`src/rtl/conv_stream_sched.sv`:
```
// Frame scheduler for a streaming KxK convolution layer: tracks raster
// position, flags window-completing pixels, drains the datapath, pulses done.
// Ports: clk, reset (async, high), start, in_valid -> in_ready, win_valid,
//   out_valid, col, row, busy, done.
module conv_stream_sched #(
  parameter int IMG_W    = 28,
  parameter int IMG_H    = 28,
  parameter int K        = 3,
  parameter int PIPE_LAT = 6,
  parameter int CNT_W    = 10
) (
  input  logic             clk,
  input  logic             reset,
  input  logic             start,
  input  logic             in_valid,
  output logic             in_ready,
  output logic             win_valid,
  output logic             out_valid,
  output logic [CNT_W-1:0] col,
  output logic [CNT_W-1:0] row,
  output logic             busy,
  output logic             done
);

  localparam int DW = $clog2(PIPE_LAT + 1);

  localparam logic [CNT_W-1:0] COL_LAST = CNT_W'(IMG_W - 1);
  localparam logic [CNT_W-1:0] ROW_LAST = CNT_W'(IMG_H - 1);
  localparam logic [CNT_W:0]   KW       = (CNT_W + 1)'(K);
  localparam logic [DW-1:0]    DRN_LAST = DW'(PIPE_LAT - 1);

  typedef enum logic [1:0] {
    IDLE,
    LOAD,
    DRAIN,
    DONE
  } state_t;

  state_t state;
  state_t state_nxt;

  logic [DW-1:0]       drain_cnt;
  logic [PIPE_LAT-1:0] dly;
  logic                accept;
  logic                last_px;
  logic [CNT_W:0]      row_p1;
  logic [CNT_W:0]      col_p1;

  assign accept  = in_valid & in_ready;
  assign last_px = (row == ROW_LAST) & (col == COL_LAST);

  // Compare position+1 against K so K=1 needs no always-true test.
  assign row_p1 = {1'b0, row} + 1'b1;
  assign col_p1 = {1'b0, col} + 1'b1;

  assign win_valid = accept & (row_p1 >= KW) & (col_p1 >= KW);
  assign out_valid = dly[PIPE_LAT-1];

  always_comb begin
    state_nxt = state;
    in_ready  = 1'b0;
    busy      = 1'b1;
    done      = 1'b0;
    unique case (state)
      IDLE: begin
        busy = 1'b0;
        if (start) state_nxt = LOAD;
      end
      LOAD: begin
        in_ready = 1'b1;
        if (accept && last_px) state_nxt = DRAIN;
      end
      DRAIN: begin
        if (drain_cnt == DRN_LAST) state_nxt = DONE;
      end
      DONE: begin
        done      = 1'b1;
        state_nxt = IDLE;
      end
      default: state_nxt = IDLE;
    endcase
  end

  always_ff @(posedge clk or posedge reset) begin
    if (reset) state <= IDLE;
    else       state <= state_nxt;
  end

  always_ff @(posedge clk or posedge reset) begin
    if (reset) begin
      row       <= '0;
      col       <= '0;
      drain_cnt <= '0;
    end else begin
      unique case (state)
        IDLE: begin
          if (start) begin
            row <= '0;
            col <= '0;
          end
        end
        LOAD: begin
          if (accept) begin
            if (col == COL_LAST) begin
              col <= '0;
              // The last pixel leaves row at 0 rather than one past the frame.
              row <= last_px ? '0 : row + 1'b1;
            end else begin
              col <= col + 1'b1;
            end
            if (last_px) drain_cnt <= '0;
          end
        end
        DRAIN: drain_cnt <= drain_cnt + 1'b1;
        default: ;
      endcase
    end
  end

  if (PIPE_LAT == 1) begin : g_dly1
    always_ff @(posedge clk or posedge reset) begin
      if (reset) dly <= '0;
      else       dly <= win_valid;
    end
  end else begin : g_dlyn
    always_ff @(posedge clk or posedge reset) begin
      if (reset) dly <= '0;
      else       dly <= {dly[PIPE_LAT-2:0], win_valid};
    end
  end

endmodule
```
`config.mk`:
```
export PLATFORM = sky130hd
export DESIGN_NAME = conv_stream_sched
export DESIGN_NICKNAME = d
export VERILOG_FILES = /design/src/rtl/conv_stream_sched.sv
export SDC_FILE = /design/constraint.sdc
export NUM_CORES = 1
export LEC_CHECK = 0
export ABC_AREA = 1
export BUFFER_PORTS_ARGS = -buffer_cell sky130_fd_sc_hd__clkbuf_2
export CAP_MARGIN = 0
export CORE_ASPECT_RATIO = 1.1
export CORE_MARGIN = 3
export CORE_UTILIZATION = 53
export CTS_BUF_LIST = sky130_fd_sc_hd__clkbuf_8
export CTS_CLUSTER_SIZE = 40
export DETAILED_ROUTE_END_ITERATION = 8
export GPL_TIMING_DRIVEN = 1
export PLACE_DENSITY = 0.79
export SLEW_MARGIN = 20
export SYNTH_ARGS = -nofsm -noshare
export SYNTH_HDL_FRONTEND = slang
export SYNTH_SLANG_ARGS = --single-unit
```
`constraint.sdc`:
```
create_clock -name clk -period 1.35 [get_ports clk]
set_input_delay 0.2025 -clock clk [delete_from_list [all_inputs] [get_ports clk]]
set_output_delay 0.2025 -clock clk [all_outputs]
set_load 0.005 [all_outputs]
```
==> results of run 1 <==
[timing repair]
item	CTS
setup buffers	8
hold buffers	1
gates cloned	1
hold endpoints to repair	31
endpoints found under the setup margin	29
gates resized for setup	57
pin swaps	10
[logic make-up after synthesis]
family / Yosys count / share of synthesized area [%]
compound gates: 25 / 7.91
xor+xnor: 6 / 2.72
flops: 31 / 40.2
fa+ha+maj: 10 / 6.48
buf+inv: 41 / 8.81
simple gates: 147 / 33.9
[per-stage QoR]
stage                     hold slack [ns]  instances  setup TNS, ns
after CTS                           0.352        412          -7.19
after floorplan                     0.306        260          -2.08
after global placement              0.286        395          -3.54
after detailed placement            0.288        395          -4.91
[cells in the mapped netlist]
master    number  area (µm²)
nor3_4         1        16.3
nor2_2         1        6.26
nand2_1       75         282
nor2_1        29         109
inv_1         34         128
nor3_2         2        20.0
ha_1          10         125
xnor2_1        2        17.5
nand3_2        2        20.0
buf_2          1        5.00
nand4_1        4        25.0
buf_6          2        22.5
o21ai_4        1        16.3
nand3_1       26         130
o21bai_1       1        7.51
a21oi_1        1        5.00
o22ai_1        6        37.5
nor3_1         2        10.0
dfrtp_1       31         776
a211oi_1       1        7.51
nand2_2        4        25.0
nor2_4         1        11.3
xor2_1         4        35.0
inv_2          4        15.0
o21ai_2        1        8.76
o21ai_0       14        70.1
==> impl_metrics.json, run 1 <==
{
  "status": "stopped before the end",
  "failed_stage": "5_1_grt",
  "error_line": "[ERROR DPL-0033] detailed placement checks failed during check placement.",
  "clock-sinks": 31,
  "initial_utilization_pct": 56.6,
  "yosysWarnings": 0,
  "cts_buffers": 5,
  "dp_hpwl_um": 3860,
  "place_area_um2": 2630,
  "die_y_um": 69.3,
  "clockBufferDepth": 2,
  "synth_cells": 260,
  "ys_seq_elements": 31,
  "port_buffers": 28,
  "root_buffer": "clkbuf_8",
  "synth_cell_types": 26,
  "grt_max_degree": 32,
  "gp_congestion": 0.890,
  "synth_area_um2": 1930,
  "synth_fp_nets": 274,
  "yosysSeqAreaShare_pct": 40.2,
  "worst-ep-kind": "primary output",
  "chipWidth_um": 63.5,
  "grt-worst-endpoint": "win_valid",
  "ios": 29,
  "antenna_found_initial": 0,
  "htree_levels": 2,
  "avgSynthCellArea_um2": 7.43,
  "dp_slack_ns": -0.322,
  "rows": 22
}
==> inputs of run 2 (changes only) <==
- CORE_ASPECT_RATIO: 1.1 -> default
- CORE_UTILIZATION: 53 -> 40
- CTS_BUF_LIST: sky130_fd_sc_hd__clkbuf_8 -> default
- CTS_CLUSTER_SIZE: 40 -> default
- PLACE_DENSITY: 0.79 -> default
- PLACE_DENSITY_LB_ADDON: default -> 0.15
- clock period: 1.35 -> 1.76 ns (I/O delays scaled with it)
==> impl_metrics.json, run 2 <==
{
  "yosysWarnings": 0,
  "busiest_layer": "met2",
  "clockBufferDepth": 2,
  "synth_common_cells": "nand2_1 (75), inv_1 (34), dfrtp_1 (31)",
  "fin_crit_sh_pct": 119,
  "htree_levels": 2,
  "cp-end-kind": "output pin",
  "worstMarginPinSlew_ns": 0.403,
  "final_cell_mix": "nand2_1 (72), buf_4 (33), inv_1 (31), dfrtp_1 (31), clkbuf_2 (28)",
  "port_buffers": 28,
  "coreArea_um2": 4500,
  "diodes": 0,
  "min_path_type": "in2async",
  "cts.clk_slew.worst_paths_ns": 0.07,
  "reg2reg_depth": 9,
  "ant_nets": 0,
  "met2_usage_pct": 28.3,
  "drc": 0,
  "wl_per_cell_um": 12.3,
  "synth_area_um2": 1930,
  "ff2ff_setup_slack_ns": 0,
  "holdBufCountCts": 0,
  "ios": 29,
  "max-vdd-ir-drop_mv": 0.622,
  "arrival_ns": 1.83,
  "clock-sinks": 31,
  "cp.required_ns": 1.50,
  "ys_seq_elements": 31,
  "synth_largest_area_cell": "dfrtp_1",
  "chipWidth_um": 75.5,
  "synth_top_flop_cell": "dfrtp_1",
  "area_growth_pct": 31.1,
  "vias_per_cell": 4.86,
  "setup_ws_ns": -0.338,
  "setup_viol": 1,
  "holdWs_ns": 0.0366,
  "leakagePower_nw": 1.29,
  "synth_area_leaders": "dfrtp_1 (40%), nand2_1 (15%), nand3_1 (6.7%), inv_1 (6.6%), ha_1 (6.5%)",
  "async_flop_share_pct": 100,
  "cp-start-kind": "register",
  "drv_cap": 0,
  "synth_fp_nets": 274,
  "dp_hpwl_um": 3400,
  "drive_gt1_share_pct": 31.2,
  "rsz0062_at_grt": "true",
  "grtUsageMet3_pct": 3.69,
  "violations": "negative setup slack",
  "post-route-util_pct": 56.2,
  "status": "complete, but fails checks",
  "cp_max_fo": 4,
  "cts_tree": "built",
  "critical_path.startpoint": "row[1]",
  "skew_ns": 0.00542,
  "largest_registers": "col: 10 flops, row: 10 flops, dly: 6 flops",
  "use_met1_pct": 23.6,
  "synth_cells": 260,
  "initial_utilization_pct": 42.9,
  "power.density_nw_per_um2": 1280,
  "clock.fmax_mhz": 477,
  "track_usage_pct": 17.5,
  "synth_edf_count": 0,
  "synth_most_common_cell": "nand2_1",
  "grt_overflow_total": 0,
  "hold_viol": 0,
  "crit_type": "reg2out",
  "cts_buffers": 5,
  "finalMaxSlewViolations": 0,
  "reg2reg_from": "row[1]",
  "yosys.area.top_type_share_pct": 40.2,
  "period_needed_ns": 2.10,
  "dp_slack_ns": -0.0800,
  "root_buffer": "clkbuf_8",
  "antenna_found_initial": 0,
  "r2r-end": "drain_cnt[0]",
  "die-area_um2": 5700,
  "die_y_um": 75.5,
  "grt_max_degree": 32,
  "routed_wl_um": 4650,
  "multiInputGateArea_um2": 1050,
  "avgSynthCellArea_um2": 7.43,
  "final_common_cell": "nand2_1",
  "synth_cell_types": 26,
  "clk_latency_ns": 0.28,
  "finalNetCount": 340,
  "slew_headroom_pct": 72.9,
  "regArea_um2": 776,
  "yosysSeqAreaShare_pct": 40.2,
  "grt_pass1_vias": 1684,
  "drt-initial-drc-count": 69,
  "dr.pass1.iters": 4,
  "gp_congestion": 0.926,
  "vias": 1843,
  "n_fill_cell": 417,
  "rows": 24,
  "grt_pass1_wl_um": 7620
}
[run 2: cell counts after synthesis]
Identical to the previous run, type by type.
[run 2: worst max path at each step]
stage                     end  slack (ns)
floorplan           win_valid        0.14
global placement    win_valid       -0.05
detailed placement  win_valid       -0.08
CTS                 win_valid       -0.34
global route        win_valid       -0.51
finish              win_valid       -0.34
[run 2: report_power, final]
part	internal, mW	switching [mW]
Combinational	0.704	0.899
Sequential	0.856	0.152
Clock	0.357	0.260
[run 2: final cells by class]
| cell class | count | area share, % |
|---|---|---|
| Multi-Input combinational cell | 188 | 41.4 |
| Inverter | 38 | 5.64 |
| Timing Repair Buffer | 62 | 15.8 |
| Tap cell | 52 | 2.57 |
| Clock buffer | 8 | 3.95 |
| Sequential cell | 31 | 30.6 |
[run 2: worst max-delay path: stages, from the launching register on]
cell and delay, ns:
dfrtp_1 0.44, ha_2 0.23, nand2_2 0.10, nor2_4 0.14
nand2_1 0.05, nand2_1 0.08, inv_1 0.04, nand2_1 0.06
nor2_1 0.04, nand3_1 0.06, nand2_1 0.06, nor2_2 0.12
clkbuf_2 0.13
[run 2: through the flow]
step	area (µm²)	TNS (ns)	total power, mW	cells
final	2530	-0.338	3.23	379
after global routing	2530	-1.66	3.52	379
after CTS	2470	-0.345	3.18	378
after detailed placement	2350	-0.0800	2.51	369
after global placement	2350	-0.0550	2.50	369
after floorplan	1930	0	1.90	260
[run 2: routing by layer]
layer / wire length, µm / share of wire [%] / up-vias
met5: 0 / 0 / -
met3: 176 / 3.8 / 6
met4: 47 / 1.0 / 0
li1: - / - / 955
met1: 2240 / 48 / 847
met2: 2180 / 47 / 35
[run 2: timing repair]
item	CTS	global route
setup buffers	1	1
pin swaps	0	7
endpoints found under the setup margin	1	23
gates resized for setup	5	16
cloned	0	0
[run 2: cells by family (layout without fill, tap and decap cells)]
kind of cell | Yosys count | in the layout | synth area share (%)
buffers and inverters | 41 | 108 | 8.81
AO/OA/AOI/OAI | 25 | 25 | 7.91
AND/OR/NAND/NOR | 147 | 147 | 33.9
adder cells (fa/ha/maj) | 10 | 10 | 6.48
flip-flops | 31 | 31 | 40.2
XOR/XNOR | 6 | 6 | 2.72
Note: power is estimated with default switching activity, not from simulation.
